### src/rtl/updown_counter_5bit_if.sv
// Control/status bundle for the up/down modulus counter.
// master drives requests and load data; slave is the counter itself.
interface updown_counter_5bit_if #(
  parameter int unsigned WIDTH = 5
);
  logic             start;
  logic             stop;
  logic             en;
  logic             mode;
  logic             oneshot;
  logic [WIDTH-1:0] limit;
  logic             load;
  logic [WIDTH-1:0] din;
  logic [WIDTH-1:0] count;
  logic             tc;
  logic             busy;
  logic             done;

  modport master (
    output start, stop, en, mode, oneshot, limit, load, din,
    input  count, tc, busy, done
  );

  modport slave (
    input  start, stop, en, mode, oneshot, limit, load, din,
    output count, tc, busy, done
  );
endinterface

### src/rtl/updown_counter_5bit.sv
// Up/down modulus counter with IDLE/RUN/DONE control, saturating parallel load,
// wrap or oneshot termination and registered tc/busy/done status.
module updown_counter_5bit #(
  parameter int unsigned WIDTH = 5
) (
  input  logic                  clk,
  input  logic                  rst_n,
  updown_counter_5bit_if.slave  bus
);

  localparam logic [1:0] IDLE = 2'd0;
  localparam logic [1:0] RUN  = 2'd1;
  localparam logic [1:0] DONE = 2'd2;

  logic [1:0]       state, state_nx;
  logic [WIDTH-1:0] count_q, count_nx;
  logic [WIDTH-1:0] lim_q, lim_nx;
  logic             mode_q, mode_nx;
  logic             oneshot_q, oneshot_nx;
  logic             tc_q, tc_nx;
  logic             busy_q, busy_nx;
  logic             done_q, done_nx;

  logic [WIDTH-1:0] step_operand;
  logic [WIDTH-1:0] step_sum;
  logic [WIDTH-1:0] load_val;
  logic [WIDTH-1:0] start_val;
  logic [WIDTH-1:0] term_val;
  logic             at_term;

  // Single adder: down count adds the inverted one with carry-in set.
  always_comb begin
    step_operand = mode_q ? ~WIDTH'(1) : WIDTH'(1);
    step_sum     = count_q + step_operand + WIDTH'(mode_q);
    load_val     = (bus.din > lim_q) ? lim_q : bus.din;
    start_val    = mode_q ? lim_q : '0;
    term_val     = mode_q ? '0 : lim_q;
    at_term      = (count_q == term_val);
  end

  // Next state: stop steers the FSM, load owns count, start/step only when neither is active.
  always_comb begin
    state_nx   = state;
    count_nx   = count_q;
    lim_nx     = lim_q;
    mode_nx    = mode_q;
    oneshot_nx = oneshot_q;
    tc_nx      = 1'b0;

    if (bus.load) begin
      count_nx = load_val;
    end

    if (bus.stop) begin
      if (state != IDLE) begin
        state_nx = IDLE;
      end
    end else begin
      case (state)
        IDLE: begin
          if (bus.start && !bus.load) begin
            mode_nx    = bus.mode;
            oneshot_nx = bus.oneshot;
            lim_nx     = bus.limit;
            count_nx   = bus.mode ? bus.limit : '0;
            state_nx   = RUN;
          end
        end
        RUN: begin
          if (bus.en && !bus.load) begin
            if (at_term) begin
              tc_nx = 1'b1;
              if (oneshot_q) begin
                state_nx = DONE;
              end else begin
                count_nx = start_val;
              end
            end else begin
              count_nx = step_sum;
            end
          end
        end
        DONE: begin
          state_nx = IDLE;
        end
        default: begin
          state_nx = IDLE;
        end
      endcase
    end

    busy_nx = (state_nx == RUN);
    done_nx = (state_nx == DONE);
  end

  always_ff @(posedge clk or negedge rst_n) begin
    if (!rst_n) begin
      state     <= IDLE;
      count_q   <= '0;
      lim_q     <= '1;
      mode_q    <= 1'b0;
      oneshot_q <= 1'b0;
      tc_q      <= 1'b0;
      busy_q    <= 1'b0;
      done_q    <= 1'b0;
    end else begin
      state     <= state_nx;
      count_q   <= count_nx;
      lim_q     <= lim_nx;
      mode_q    <= mode_nx;
      oneshot_q <= oneshot_nx;
      tc_q      <= tc_nx;
      busy_q    <= busy_nx;
      done_q    <= done_nx;
    end
  end

  assign bus.count = count_q;
  assign bus.tc    = tc_q;
  assign bus.busy  = busy_q;
  assign bus.done  = done_q;

endmodule

### src/flat_wrapper.sv
// flat-port wrapper written by rule: the top's interface ports become plain ports
module updown_counter_5bit_flat 
#(
  parameter int unsigned WIDTH = 5
)
  (clk, rst_n, bus_start, bus_stop, bus_en, bus_mode, bus_oneshot, bus_limit, bus_load, bus_din, bus_count, bus_tc, bus_busy, bus_done);
  updown_counter_5bit_if #(.WIDTH(WIDTH)) bus_i ();
  input  logic clk;
  input  logic rst_n;
  input wire logic [$bits(bus_i.start)-1:0] bus_start;
  input wire logic [$bits(bus_i.stop)-1:0] bus_stop;
  input wire logic [$bits(bus_i.en)-1:0] bus_en;
  input wire logic [$bits(bus_i.mode)-1:0] bus_mode;
  input wire logic [$bits(bus_i.oneshot)-1:0] bus_oneshot;
  input wire logic [$bits(bus_i.limit)-1:0] bus_limit;
  input wire logic [$bits(bus_i.load)-1:0] bus_load;
  input wire logic [$bits(bus_i.din)-1:0] bus_din;
  output wire logic [$bits(bus_i.count)-1:0] bus_count;
  output wire logic [$bits(bus_i.tc)-1:0] bus_tc;
  output wire logic [$bits(bus_i.busy)-1:0] bus_busy;
  output wire logic [$bits(bus_i.done)-1:0] bus_done;
  assign bus_i.start = bus_start;
  assign bus_i.stop = bus_stop;
  assign bus_i.en = bus_en;
  assign bus_i.mode = bus_mode;
  assign bus_i.oneshot = bus_oneshot;
  assign bus_i.limit = bus_limit;
  assign bus_i.load = bus_load;
  assign bus_i.din = bus_din;
  assign bus_count = bus_i.count;
  assign bus_tc = bus_i.tc;
  assign bus_busy = bus_i.busy;
  assign bus_done = bus_i.done;
  updown_counter_5bit #(.WIDTH(WIDTH)) u_core (.clk(clk), .rst_n(rst_n), .bus(bus_i));
endmodule
### config.mk
export PLATFORM = sky130hd
export DESIGN_NAME = updown_counter_5bit_flat
export DESIGN_NICKNAME = d
export VERILOG_FILES = /design/src/rtl/updown_counter_5bit_if.sv /design/src/rtl/updown_counter_5bit.sv /design/src/flat_wrapper.sv
export SDC_FILE = /design/constraint.sdc
export NUM_CORES = 1
export LEC_CHECK = 0
export CAP_MARGIN = 20
export CORE_MARGIN = 10
export CORE_UTILIZATION = 56
export CTS_CLUSTER_DIAMETER = 100
export DETAILED_ROUTE_END_ITERATION = 16
export PLACE_DENSITY = 0.84
export SLEW_MARGIN = 20
export SYNTH_ARGS = -nofsm -noshare
export SYNTH_HDL_FRONTEND = slang
export SYNTH_SLANG_ARGS = --single-unit
### constraint.sdc
create_clock -name clk -period 7.1 [get_ports clk]
set_clock_uncertainty 0.1 [all_clocks]
set_input_delay 1.775 -clock clk [delete_from_list [all_inputs] [get_ports clk]]
set_output_delay 1.775 -clock clk [all_outputs]
set_load 0.05 [all_outputs]
==> results of run 1 <==
[logic make-up after synthesis]
group                      count (synthesis)  share of synthesized area
adders and majority gates                 11                     0.1002
muxes                                      3                    0.02159
AOI/OAI and AO/OA                         49                     0.2444
xor gates and xnor gates                   4                    0.02418
buffers and inverters                     20                    0.06303
DFF                                       17                     0.2979
and+or+nand+nor                           65                     0.2487
[final timing paths]
kind / from / to / slack [ns] / cells after the start
min reg2reg: u_core.lim_q[2]$_DFFE_PN1P_ / u_core.lim_q[2]$_DFFE_PN1P_ / 0.50 / 2
max in group asynchronous: rst_n / u_core.bus.done$_DFF_PN0_ / 4.62 / 1
max reg2reg: u_core.lim_q[3]$_DFFE_PN1P_ / u_core.bus.count[3]$_DFF_PN0_ / 4.44 / 7
min: u_core.lim_q[2]$_DFFE_PN1P_ / u_core.lim_q[2]$_DFFE_PN1P_ / 0.50 / 2
min in group asynchronous: rst_n / u_core.mode_q$_DFFE_PN0P_ / 1.81 / 1
max: bus_din[3] / u_core.bus.count[3]$_DFF_PN0_ / 3.17 / 7
[per-layer routing]
| layer | GRT usage | vias up |
|---|---|---|
| li1 | - | 681 |
| met1 | 0.1912 | 655 |
| met2 | 0.2443 | 68 |
| met3 | 0.01953 | 18 |
| met4 | 0.09462 | 0 |
| met5 | 0 | - |
[cell type report]
| type | instances | area, µm² |
|---|---|---|
| repair buffers | 25 | 250.2 |
| clock buffers | 3 | 22.52 |
| well taps | 30 | 37.54 |
| flip-flops and latches | 17 | 431.7 |
| fillers | 204 | 749.5 |
| clock inverters | 1 | 5.005 |
| multi-input cells | 132 | 928.4 |
| inverters | 14 | 52.55 |
[registers in the layout, indices dropped and copies added (netlist names)]
register and count:
u_core.bus.count 5, u_core.bus.done 1, u_core.lim_q 5, u_core.bus.tc 1, u_core.mode_q 1, u_core.state 2, u_core.bus.busy 1, u_core.oneshot_q 1
[worst reg2reg max path: cells and delay by family, from the launching register on]
kind            cells  cell delay (ns)
compound gates      3             1.10
flops               1             0.58
simple gates        2             0.33
fa+ha+maj           1             0.31
buf+inv             1             0.11
[power breakdown]
| group | switching [µW] | internal [µW] |
|---|---|---|
| registers | 38.0 | 120 |
| logic | 138 | 104 |
| clock network | 32.1 | 21.0 |
| total | 208 | 245 |
[cells in the final DEF, fill, tap and decap left out, types with 4 or more instances in the layout]
| cell | Yosys | final |
|---|---|---|
| o21ai_0 | 11 | 11 |
| o2111ai_1 | 4 | 4 |
| nand4_1 | 7 | 7 |
| inv_1 | 14 | 14 |
| nor3_1 | 4 | 4 |
| a21oi_1 | 7 | 7 |
| ha_1 | 10 | 10 |
| dfstp_2 | 5 | 5 |
| nand2_1 | 17 | 17 |
| nor2_1 | 8 | 7 |
| nand2b_1 | 4 | 4 |
| clkdlybuf4s50_1 | 0 | 25 |
| dfrtp_1 | 12 | 12 |
| nand3_1 | 6 | 6 |
[per-stage QoR]
stage,worst slack [ns],total power [µW],utilization
2_1_floorplan,3.671,326.4,-
3_5_place_dp,2.727,396.3,0.6854
5_1_grt,3.044,482.9,0.6975
6_report,3.169,452.9,0.6975
4_1_cts,3.038,451.1,0.6965
3_3_place_gp,2.870,384.8,0.6854
==> results.cfg, run 1 <==
[grt]
grt_overflow = 0
first_global_vias = 1451
grt_pass1_wl_um = 6520
track_usage = 0.1534
grt_max_degree = 22
antenna_found_initial = 0

[setup_path]
worstPathMaxFanout = 7
crit_buf_inv = 1
max_stage_delay_ns = 0.53
worstPathRequired_ns = 7.16
critPathCaptureType = flop
path_delay_family = compound AO/OA/AOI/OAI gates
worstSetupStartpointType = input port
path_class = in -> reg
critical-path-slowest-cell = o221ai_1
critPathArrivalTime_ns = 4.00
crit_chain = clkdlybuf4s50_1, ha_1, nand4_1, o221ai_1, nor2_1, o41ai_1, o311ai_1

[hold_path]
hp-class = reg -> reg

[clock_network]
clk_pin_slew_ns = 0.10
clk_path_buf_depth = 2
cts_buffers = 3
ctsResizeCount = 0
post_cts_buffers = 0
clockRootBuffer = clkbuf_4
cts_tree = built
clock_latency_ns = 0.30
postCtsHoldBufs = 0
htreeDepth = 1
clock-sinks = 17

[logic_synthesis]
async_flop_share = 1.000
yosysTopAreaCell = dfrtp_1
synth_common_cells = nand2_1, inv_1, dfrtp_1
synth_edf_count = 0
syn_area_per_cell_um2 = 8.573
syn_area_um2 = 1449
ys_top_cells_by_area = dfrtp_1, dfstp_2, ha_1, nand2_1, o21ai_0
yosys_warnings = 0
synth_fp_nets = 198
netlist_instances = 169
ys_ff_latch = 17
ys_seq_area_frac = 0.2979
synth_top_area_share = 0.2073
synth_cell_type_count = 55
synth.most_common_cell = nand2_1
ys.flop_type = dfrtp_1

[placement]
io_buffers = 25
placed_cell_area_um2 = 1698
place_inst = 218
post-dp-hpwl_um = 3172
gp_congestion = 0.9504

[timing]
slew_headroom = 0.5008
worst_pin_slew_ns = 0.7465
tns_ns = 0
hold_viol_final = 0
timing.final.crit_period_ns = 3.931
timing.final.crit_share = 0.5537
rsz0062_at_grt = no
setup_viol = 0
holdWs_ns = 0.4988
maxSlewViolCount = 0
fmax_mhz = 254.4

[final_layout]
drive_gt1_frac = 0.09375
diodes = 0
nets = 222
layout.cells.non_filler = 222
postLayoutCellArea_um2 = 1728
syn_to_final_growth_pct = 19.26

[floorplanning]
rows = 18
fp.dieH_um = 70.87
dieArea_um2 = 5022
io_pins = 26
initial_utilization = 0.5848
die_w_um = 70.87
core_area_um2 = 2477

[drt]
vias_per_cell = 6.405
antenna_left = 0
wl_met1_um = 1584
vias = 1422
dr_wl_met3_um = 292
finalWirelength_um = 3984
wire_per_inst_um = 17.95
drc = 0
drtIter0Drc = 86
top_layer_used = met4
drt-pass1-iter-count = 4
met2_length_um = 1926

[flow_run]
maxCapViolCount = 0

[power_and_ir_drop]
pwr_density_cell_nw_per_um2 = 262.1
vdd_drop_max_uv = 202.1
p_leak_uw = 0.0007107

[outcome]
status = completed
No activity file was read; power rests on OpenSTA's default activity.
==> inputs of run 2 (changes only) <==
- CORE_ASPECT_RATIO: default -> 2
- CORE_UTILIZATION: 56 -> 47
- PLACE_DENSITY: 0.84 -> 0.75
- clock period: 7.1 -> 3.2 ns (I/O delays scaled with it)
==> run 2 against run 1 <==
Against the previous run: cell area increased by 2.2%; clock-buffer cell count did not move; sequential power is 130% higher; non-clock buffer count is 3 higher; largest cell class unchanged.
==> results.cfg, run 2 (synthesis results as in run 1) <==
[setup_path]
worstPathMaxFanout = 6
path_delay_family = compound AO/OA/AOI/OAI gates
rrSetupSlack_ns = 0.68
worstSetupStartpointType = input port
path_class = in -> reg
critPathArrivalTime_ns = 2.88
r2r_cells = 7
r2r-start = u_core.lim_q[2]$_DFFE_PN1P_
reg2reg_to = u_core.bus.count[0]$_DFF_PN0_
crit_chain = clkdlybuf4s50_1, ha_1, nand4_1, or2_0, a41oi_1, o311ai_0, a32o_1
critical-path-slowest-cell = clkdlybuf4s50_1
crit_buf_inv = 1
max_stage_delay_ns = 0.46
worstPathRequired_ns = 3.24
critPathCaptureType = flop

[placement]
place_inst = 221
io_buffers = 25
gp_congestion = 0.9592
post-dp-hpwl_um = 3570

[grt]
grt_pass1_wl_um = 7024
grt_max_degree = 19
first_global_vias = 1524
track_usage = 0.1478
antenna_found_initial = 0
grt_overflow = 0

[drt]
drt-pass1-iter-count = 4
finalWirelength_um = 4538
vias_per_cell = 6.649
vias = 1496
antenna_left = 0
wire_per_inst_um = 20.17
drc = 0
drtIter0Drc = 65

[clock_network]
cts_tree = built
clock-sinks = 17
clock_latency_ns = 0.25
post_cts_buffers = 0
clockRootBuffer = clkbuf_8
ctsResizeCount = 0
clk_path_buf_depth = 2
clk_pin_slew_ns = 0.07
cts_buffers = 3
postCtsHoldBufs = 0
htreeDepth = 1

[hold_path]
hp-class = reg -> reg
hold_end = u_core.lim_q[2]$_DFFE_PN1P_
whs_path_depth = 2
min_from = u_core.lim_q[2]$_DFFE_PN1P_

[floorplanning]
io_pins = 26
die_w_um = 59.26
rows = 28
fp.dieH_um = 98.52
core_area_um2 = 2978
initial_utilization = 0.4866
dieArea_um2 = 5838

[timing]
tns_ns = 0
worst_pin_slew_ns = 0.7936
timing.final.crit_share = 0.8889
maxSlewViolCount = 0
setup_viol = 0
fmax_mhz = 351.5
slew_headroom = 0.4693
timing.final.crit_period_ns = 2.845
rsz0062_at_grt = no
hold_viol_final = 0

[flow_run]
maxCapViolCount = 0

[final_layout]
post-route-util = 0.5933
layout.cells.non_filler = 225
diodes = 0
final_cell_mix = clkdlybuf4s50_1, nand2_1, inv_1
final_common_cell = clkdlybuf4s50_1
syn_to_final_growth_pct = 21.93
nets = 225
drive_gt1_frac = 0.1026

[power_and_ir_drop]
p_leak_uw = 0.0007336
pwr_density_cell_nw_per_um2 = 607.8
vdd_drop_max_uv = 400.9

[outcome]
status = completed
[run 2: how the worst max path moves through the flow]
| stage | start | endpoint | slack (ns) | cells after the start |
|---|---|---|---|---|
| 2_1_floorplan | bus_din[0] | u_core.bus.count[3]$_DFF_PN0_ | 0.75 | 7 |
| 3_3_place_gp | bus_din[2] | u_core.bus.count[0]$_DFF_PN0_ | 0.15 | 7 |
| 3_5_place_dp | bus_din[3] | u_core.bus.count[0]$_DFF_PN0_ | 0.09 | 7 |
| 4_1_cts | bus_din[3] | u_core.bus.count[0]$_DFF_PN0_ | 0.38 | 7 |
| 5_1_grt | bus_din[4] | u_core.bus.count[3]$_DFF_PN0_ | 0.19 | 7 |
| 6_report | bus_din[3] | u_core.bus.count[0]$_DFF_PN0_ | 0.36 | 7 |
[run 2: metrics by stage]
stage	total power (µW)	instance area [µm²]	setup slack [ns]	hold WS (ns)
after floorplan	724.1	1449	0.7462	0.4044
after global placement	881.9	1720	0.1534	0.4694
after detailed placement	904.7	1720	0.09446	0.4771
after CTS	1069	1767	0.3795	0.4877
after global routing	1128	1767	0.1927	0.5076
final	1074	1767	0.3554	0.4920
[run 2: final cells by class]
cell class / count / area, µm²
multi-input cells: 132 / 925.9
well taps: 30 / 37.54
clock buffers: 3 / 41.29
flip-flops and latches: 17 / 431.7
repair buffers: 28 / 272.8
inverters: 14 / 52.55
fillers: 268 / 1211
clock inverters: 1 / 5.005
[run 2: worst register-to-register path: cells and delay by family, from the launching register on]
family                     cells  cell delay (ns)
AOI/OAI and AO/OA              3             0.80
DFF                            1             0.60
adders and majority gates      1             0.31
and+or+nand+nor                2             0.51
buffers and inverters          1             0.08
[run 2: per-layer routing]
layer / vias to the layer above / track usage / wire [µm]
met2: 76 / 0.2615 / 2444
met5: - / 0 / 0
met1: 722 / 0.1504 / 1690
li1: 685 / - / -
met3: 13 / 0.02571 / 242
met4: 0 / 0.08703 / 161
[run 2: where the power goes]
part | internal [µW] | switching (µW)
registers | 267 | 88.9
clock network | 86.4 | 74.6
logic | 238 | 319
==> inputs of run 3 (changes only) <==
- CAP_MARGIN: 20 -> 10
==> results of run 3 <==
Same layout as run 2: the final DEF is identical, and so are final timing and power.
